## src/rtl/lane_align_ctrl_pkg.sv

```systemverilog
// Shared encodings for the two-lane alignment controller: FSM states,
// pair classes and the default alignment marker.
package lane_align_ctrl_pkg;

  typedef enum logic [2:0] {
    ST_IDLE    = 3'd0,
    ST_SEARCH  = 3'd1,
    ST_ACTIVE  = 3'd2,
    ST_RECOVER = 3'd3
  } state_e;

  typedef enum logic [1:0] {
    PC_SYNC = 2'd0,
    PC_DATA = 2'd1,
    PC_IDLE = 2'd2,
    PC_SKEW = 2'd3
  } pair_class_e;

  localparam logic [31:0] DEF_SYNC_WORD = 32'hBCBC_BCBC;

  // Run counters only ever hold limit-1, so a limit of 1 still needs one bit.
  function automatic int cnt_width(input int limit);
    return (limit > 1) ? $clog2(limit) : 1;
  endfunction

endpackage

```

## src/rtl/lane_align_ctrl_if.sv

```systemverilog
// Lane inputs and unstriper control outputs of the alignment controller.
// master drives the lanes, slave is the controller.
interface lane_align_ctrl_if #(
  parameter int DATA_W = 32,
  parameter int CNT_W  = 8
);
  logic [DATA_W-1:0] lane_0;
  logic [DATA_W-1:0] lane_1;
  logic              valid_0;
  logic              valid_1;
  logic              sel;
  logic              unstripe_en;
  logic              aligned;
  logic [2:0]        state;
  logic              skew_err;
  logic [CNT_W-1:0]  err_cnt;

  modport master (
    output lane_0, lane_1, valid_0, valid_1,
    input  sel, unstripe_en, aligned, state, skew_err, err_cnt
  );

  modport slave (
    input  lane_0, lane_1, valid_0, valid_1,
    output sel, unstripe_en, aligned, state, skew_err, err_cnt
  );
endinterface

```

## src/rtl/lane_pair_classifier.sv

```systemverilog
// Combinational classification of one lane pair into SYNC / DATA / IDLE / SKEW.
module lane_pair_classifier
  import lane_align_ctrl_pkg::*;
#(
  parameter int                DATA_W    = 32,
  parameter logic [DATA_W-1:0] SYNC_WORD = DEF_SYNC_WORD
) (
  input  logic [DATA_W-1:0] lane_0,
  input  logic [DATA_W-1:0] lane_1,
  input  logic              valid_0,
  input  logic              valid_1,
  output pair_class_e       pair_class
);

  logic sync_0_s;
  logic sync_1_s;

  assign sync_0_s = (lane_0 == SYNC_WORD);
  assign sync_1_s = (lane_1 == SYNC_WORD);

  // A marker on only one lane means the lanes are skewed against each other.
  always_comb begin
    pair_class = PC_SKEW;
    if (valid_0 && valid_1) begin
      if (sync_0_s && sync_1_s) begin
        pair_class = PC_SYNC;
      end else if (!sync_0_s && !sync_1_s) begin
        pair_class = PC_DATA;
      end else begin
        pair_class = PC_SKEW;
      end
    end else if (!valid_0 && !valid_1) begin
      pair_class = PC_IDLE;
    end else begin
      pair_class = PC_SKEW;
    end
  end

endmodule

```

## src/rtl/lane_align_ctrl.sv

```systemverilog
// Two-lane alignment controller: acquires alignment from a run of sync pairs,
// drives the unstriper selector/enable and drops alignment on persistent skew.
module lane_align_ctrl
  import lane_align_ctrl_pkg::*;
#(
  parameter int                DATA_W    = 32,
  parameter logic [DATA_W-1:0] SYNC_WORD = DEF_SYNC_WORD,
  parameter int                SYNC_CNT  = 4,
  parameter int                ERR_MAX   = 3,
  parameter int                CNT_W     = 8
) (
  input  logic              clk_2f,
  input  logic              reset_L,
  input  logic              enable_in,
  lane_align_ctrl_if.slave  bus
);

  localparam int SR_W = cnt_width(SYNC_CNT);
  localparam int BR_W = cnt_width(ERR_MAX);
  localparam logic [SR_W-1:0] SYNC_LAST = SR_W'(SYNC_CNT - 1);
  localparam logic [BR_W-1:0] BAD_LAST  = BR_W'(ERR_MAX - 1);

  pair_class_e      pair_class_s;
  state_e           state_q, state_d;
  logic             phase_q, phase_d;
  logic [SR_W-1:0]  sync_run_q, sync_run_d;
  logic [BR_W-1:0]  bad_run_q, bad_run_d;
  logic [CNT_W-1:0] err_cnt_q, err_cnt_d;
  logic             unstripe_en_q, unstripe_en_d;
  logic             skew_err_q, skew_err_d;
  logic             aligned_q, aligned_d;

  lane_pair_classifier #(
    .DATA_W    (DATA_W),
    .SYNC_WORD (SYNC_WORD)
  ) u_classifier (
    .lane_0     (bus.lane_0),
    .lane_1     (bus.lane_1),
    .valid_0    (bus.valid_0),
    .valid_1    (bus.valid_1),
    .pair_class (pair_class_s)
  );

  // FSM state register
  always_ff @(posedge clk_2f or negedge reset_L) begin
    if (!reset_L) begin
      state_q <= ST_IDLE;
    end else begin
      state_q <= state_d;
    end
  end

  // Next state and run/error counters; pairs are only judged in phase 0,
  // but a dropped enable takes effect on any edge.
  always_comb begin
    state_d    = state_q;
    sync_run_d = sync_run_q;
    bad_run_d  = bad_run_q;
    err_cnt_d  = err_cnt_q;
    phase_d    = ~phase_q;
    if (!enable_in) begin
      state_d    = ST_IDLE;
      sync_run_d = '0;
      bad_run_d  = '0;
    end else if (!phase_q) begin
      case (state_q)
        ST_IDLE: begin
          state_d = ST_SEARCH;
        end
        ST_SEARCH: begin
          if (pair_class_s != PC_SYNC) begin
            sync_run_d = '0;
          end else if (sync_run_q == SYNC_LAST) begin
            state_d    = ST_ACTIVE;
            sync_run_d = '0;
          end else begin
            sync_run_d = sync_run_q + SR_W'(1);
          end
        end
        ST_ACTIVE: begin
          if (pair_class_s != PC_SKEW) begin
            bad_run_d = '0;
          end else begin
            if (err_cnt_q != {CNT_W{1'b1}}) begin
              err_cnt_d = err_cnt_q + CNT_W'(1);
            end else begin
              err_cnt_d = err_cnt_q;
            end
            if (bad_run_q == BAD_LAST) begin
              state_d   = ST_RECOVER;
              bad_run_d = '0;
            end else begin
              bad_run_d = bad_run_q + BR_W'(1);
            end
          end
        end
        ST_RECOVER: begin
          state_d = ST_SEARCH;
        end
        default: begin
          state_d = ST_IDLE;
        end
      endcase
    end else begin
      state_d = state_q;
    end
  end

  // Control outputs, held across both cycles of a pair
  always_comb begin
    unstripe_en_d = unstripe_en_q;
    skew_err_d    = skew_err_q;
    aligned_d     = (state_d == ST_ACTIVE);
    if (!enable_in) begin
      unstripe_en_d = 1'b0;
      skew_err_d    = 1'b0;
    end else if (!phase_q) begin
      unstripe_en_d = (state_q == ST_ACTIVE) && (pair_class_s == PC_DATA);
      skew_err_d    = (state_q == ST_ACTIVE) && (pair_class_s == PC_SKEW);
    end else begin
      unstripe_en_d = unstripe_en_q;
      skew_err_d    = skew_err_q;
    end
  end

  // Phase, counters and registered outputs
  always_ff @(posedge clk_2f or negedge reset_L) begin
    if (!reset_L) begin
      phase_q       <= 1'b0;
      sync_run_q    <= '0;
      bad_run_q     <= '0;
      err_cnt_q     <= '0;
      unstripe_en_q <= 1'b0;
      skew_err_q    <= 1'b0;
      aligned_q     <= 1'b0;
    end else begin
      phase_q       <= phase_d;
      sync_run_q    <= sync_run_d;
      bad_run_q     <= bad_run_d;
      err_cnt_q     <= err_cnt_d;
      unstripe_en_q <= unstripe_en_d;
      skew_err_q    <= skew_err_d;
      aligned_q     <= aligned_d;
    end
  end

  assign bus.sel         = phase_q;
  assign bus.unstripe_en = unstripe_en_q;
  assign bus.aligned     = aligned_q;
  assign bus.state       = state_q;
  assign bus.skew_err    = skew_err_q;
  assign bus.err_cnt     = err_cnt_q;

endmodule

```

## src/flat_wrapper.sv

```systemverilog
// flat-port wrapper written by rule: the top's interface ports become plain ports
module lane_align_ctrl_flat import lane_align_ctrl_pkg::*;
#(
  parameter int                DATA_W    = 32,
  parameter logic [DATA_W-1:0] SYNC_WORD = DEF_SYNC_WORD,
  parameter int                SYNC_CNT  = 4,
  parameter int                ERR_MAX   = 3,
  parameter int                CNT_W     = 8
)
  (clk_2f, reset_L, enable_in, bus_lane_0, bus_lane_1, bus_valid_0, bus_valid_1, bus_sel, bus_unstripe_en, bus_aligned, bus_state, bus_skew_err, bus_err_cnt);
  lane_align_ctrl_if #(.DATA_W(DATA_W), .CNT_W(CNT_W)) bus_i ();
  input  logic clk_2f;
  input  logic reset_L;
  input  logic enable_in;
  input wire logic [$bits(bus_i.lane_0)-1:0] bus_lane_0;
  input wire logic [$bits(bus_i.lane_1)-1:0] bus_lane_1;
  input wire logic [$bits(bus_i.valid_0)-1:0] bus_valid_0;
  input wire logic [$bits(bus_i.valid_1)-1:0] bus_valid_1;
  output wire logic [$bits(bus_i.sel)-1:0] bus_sel;
  output wire logic [$bits(bus_i.unstripe_en)-1:0] bus_unstripe_en;
  output wire logic [$bits(bus_i.aligned)-1:0] bus_aligned;
  output wire logic [$bits(bus_i.state)-1:0] bus_state;
  output wire logic [$bits(bus_i.skew_err)-1:0] bus_skew_err;
  output wire logic [$bits(bus_i.err_cnt)-1:0] bus_err_cnt;
  assign bus_i.lane_0 = bus_lane_0;
  assign bus_i.lane_1 = bus_lane_1;
  assign bus_i.valid_0 = bus_valid_0;
  assign bus_i.valid_1 = bus_valid_1;
  assign bus_sel = bus_i.sel;
  assign bus_unstripe_en = bus_i.unstripe_en;
  assign bus_aligned = bus_i.aligned;
  assign bus_state = bus_i.state;
  assign bus_skew_err = bus_i.skew_err;
  assign bus_err_cnt = bus_i.err_cnt;
  lane_align_ctrl #(.DATA_W(DATA_W), .SYNC_WORD(SYNC_WORD), .SYNC_CNT(SYNC_CNT), .ERR_MAX(ERR_MAX), .CNT_W(CNT_W)) u_core (.clk_2f(clk_2f), .reset_L(reset_L), .enable_in(enable_in), .bus(bus_i));
endmodule
```

## config.mk

```make
export PLATFORM = sky130hd
export DESIGN_NAME = lane_align_ctrl_flat
export DESIGN_NICKNAME = d
export VERILOG_FILES = /design/src/rtl/lane_align_ctrl_pkg.sv /design/src/rtl/lane_align_ctrl_if.sv /design/src/rtl/lane_pair_classifier.sv /design/src/rtl/lane_align_ctrl.sv /design/src/flat_wrapper.sv
export SDC_FILE = /design/constraint.sdc
export NUM_CORES = 1
export LEC_CHECK = 0
export ABC_AREA = 1
export BUFFER_PORTS_ARGS = -buffer_cell sky130_fd_sc_hd__buf_2
export CORE_ASPECT_RATIO = 0.5
export CORE_MARGIN = 2
export CORE_UTILIZATION = 30
export DETAILED_ROUTE_END_ITERATION = 6
export SYNTH_ARGS = -nofsm -noshare
export SYNTH_HDL_FRONTEND = slang
export SYNTH_SLANG_ARGS = --single-unit
```

## constraint.sdc

```tcl
create_clock -name clk_2f -period 2.2 [get_ports clk_2f]
set_clock_uncertainty 0.2 [all_clocks]
set_input_delay 0.22 -clock clk_2f [delete_from_list [all_inputs] [get_ports clk_2f]]
set_output_delay 0.22 -clock clk_2f [all_outputs]
set_load 0.02 [all_outputs]
```

==> impl_metrics.tcl <==
set metrics [dict create \
    ir_drop_uv 307 \
    wl_met1_mm 1.35 \
    fin_cells 316 \
    syn_inst 174 \
    clkTransAtPathRegs_ns 0.07 \
    clock_latency_ns 0.25 \
    p_leak_uw 0.00104 \
    place_congestion 0.782 \
    clock.fmax_mhz 564 \
    tightest_slew_ns 0.416 \
    nNetsFinal 335 \
    synth_edf_count 0 \
    status "complete, no violations" \
    core-area_mm2 0.00396 \
    yosysTopAreaCellShare_pct 37.7 \
    cp_max_fo 9 \
    power_uw 700 \
    wl_per_cell_um 9.96 \
    finalSetupTns_ns 0 \
    worst_ep_required_time_ns 2.14 \
    switching_share_pct 23.4 \
    hp-class "in -> reg" \
    fin_crit_sh_pct 80.5 \
    cp-start-kind "primary input" \
    syn-cell-area_mm2 0.00126 \
    wl_met3_um 280 \
    num_vias 1362 \
    drv_cap 0 \
    synth.most_common_cell "nand2_1" \
    powerDensity_mw_per_mm2 389 \
    die_area_mm2 0.00477 \
    synth_warnings 0 \
    grt_antenna_before_repair 0 \
    yosys.area.top_type "dfrtp_1" \
    yosysUniqueCellTypes 26 \
    hold_viol_final 0 \
    synth_flop_cell "dfrtp_1" \
    dp.final_hpwl_mm 2.61 \
    p_clk_share_pct 33.9 \
    cts_root_buf "clkbuf_8" \
    cellInternalPower_uw 536 \
    post-cts-setup-buffers 0 \
    comb_power_share_pct 14.9 \
    crit_arrival_ns 1.72 \
    fillers 407 \
    p_seq_share_pct 51.2 \
    p_sw_uw 164 \
    hold_buffers 1 \
    diodes 0 \
    netlist_top_cells_area "dfrtp_1 38%, nand2_1 18%, inv_1 6.8%" \
    track_usage_pct 13.2 \
    cts_tree "done" \
    cts_sinks 19 \
    area_growth_pct 42.8 \
    initialDrtViolationCount 12 \
    die_h_um 49.9 \
    critical_path.endpoint_type "register" \
    drv_slew 0 \
    synthArstFlopShare_pct 100 \
    io_pins 84 \
    rows 16 \
    rsz0062_at_grt "false" \
    cts_buffers 3 \
    setup_viol 0 \
    ys_ff_latch 19 \
    via_per_inst 4.31 \
    drcViolationCount 0 \
    cts_max_level 1 \
    route.met2.wl_mm 1.50 \
    die_w_um 95.7 \
    drive_gt1_share_pct 37.4 \
    slew_headroom_pct 72.3 \
    placedCellCount 311 \
    ant_nets 0 \
    grt_overflow 0 \
    syn_area_per_cell_um2 7.25 \
    wl_mm 3.15 \
    grt_pass1_wl_mm 5.04 \
    drtPass1Iterations 4 \
    ctsResizeCount 0 \
    portBuffers 83 \
    worst-setup-path-type "in -> reg" \
    clockBufferDepth 2 \
    yosysSeqAreaShare_pct 37.7 \
    top_layer "met4" \
    syn_nets 246 \
    yosys-top-cells-count "59 x nand2_1, 23 x inv_1, 22 x nor2_1" \
    initial_core_util_pct 31.8 \
    grt_max_degree 20 \
    grt_pass1_vias 1258 \
    fin_crit_ns 1.77 \
]
[worst max-delay path, cell delays in order]
cell,delay [ns]
buf_2,0.09
inv_1,0.04
nand4_1,0.07
nor4_1,0.19
nand2_1,0.08
nor2_1,0.11
ha_1,0.15
inv_1,0.04
nand3_1,0.14
nand4_4,0.16
nor2_8,0.23
inv_4,0.07
nand2_1,0.06
nand2_1,0.05
[power by group through the flow]
stage | Combinational, uW | Clock [uW] | Sequential (uW)
floorplan | 27.9 | 0 | 367
global placement | 102 | 0 | 365
detailed placement | 104 | 0 | 365
CTS | 106 | 250 | 358
global route | 119 | 266 | 359
finish | 104 | 237 | 359
[flip-flops by register name, summed over array words and instances (netlist names)]
register	count
u_core.bus.err_cnt	8
u_core.bus.state	3
u_core.bad_run_q	2
u_core.sync_run_q	2
u_core.bus.aligned	1
u_core.bus.sel	1
u_core.bus.skew_err	1
u_core.bus.unstripe_en	1
[placed cells by master, fill, tap and decap left out]
cell	n
nor3_1	3
dfrtp_1	19
o22ai_1	1
nand4_4	1
inv_2	1
nand4_1	10
ha_1	3
nand2_4	1
nand3_4	1
buf_2	83
nor2_4	1
xor2_2	1
nand2_2	1
inv_4	1
clkbuf_8	3
nand3_1	7
nand2_1	59
nor2_1	22
nor2_8	1
o21ai_0	3
a21oi_1	2
clkinv_2	2
xnor2_1	1
inv_1	23
nor4_1	4
o21a_1	1
dlygate4sd3_1	1
xor2_1	5
nand3_2	1
[final timing paths]
kind                                       startpoint               endpoint  slack [ns]  cells after the start
worst max register to register  u_core.bus.err_cnt[0]  u_core.bus.err_cnt[4]        0.55                      9
max in group asynchronous                     reset_L         u_core.bus.sel        1.27                      2
worst min register to register    u_core.bus.skew_err    u_core.bus.skew_err        0.29                      2
worst min-delay path                        enable_in    u_core.bus.state[2]         0.1                      3
min in group asynchronous                     reset_L  u_core.bus.err_cnt[0]        0.24                      2
worst max-delay path                    bus_lane_1[6]  u_core.bus.err_cnt[4]        0.43                     14
[cell families (layout without fill, tap and decap cells)]
group           count (synthesis)  count (layout)  synth area share [%]
flops                          19              19                  37.7
xor+xnor                        7               7                  5.46
buf+inv                        26             114                  8.04
simple gates                  112             112                  42.8
fa+ha+maj                       3               3                  2.98
compound gates                  7               7                  3.08
[through the flow]
| stage | hold WS, ns | area (um2) | setup WS, ns | utilization (%) |
|---|---|---|---|---|
| after floorplan | -0.276 | 1260 | 0.444 | - |
| after global placement | -0.0243 | 1740 | 0.160 | 44.0 |
| after detailed placement | -0.0195 | 1740 | 0.111 | 44.0 |
| after CTS | 0.0915 | 1800 | 0.378 | 45.4 |
| after global routing | 0.125 | 1800 | 0.172 | 45.4 |
| final | 0.0999 | 1800 | 0.428 | 45.4 |
[routing by layer]
metal / vias up / GRT usage, %
li1: 726 / -
met1: 584 / 15.6
met2: 50 / 24.5
met3: 2 / 2.29
met4: 0 / 3.81
met5: - / 0
[final cells by class]
cell class	instances	area, um2	share of cell area (%)
Multi-Input combinational cell	129	684	38.0
Sequential cell	19	475	26.4
Timing Repair Buffer	84	425	23.6
Inverter	26	101	5.63
Tap cell	54	67.6	3.75
Clock buffer	3	41.3	2.29
Clock inverter	1	5.00	0.278
Note: power is estimated with default switching activity, not from simulation.
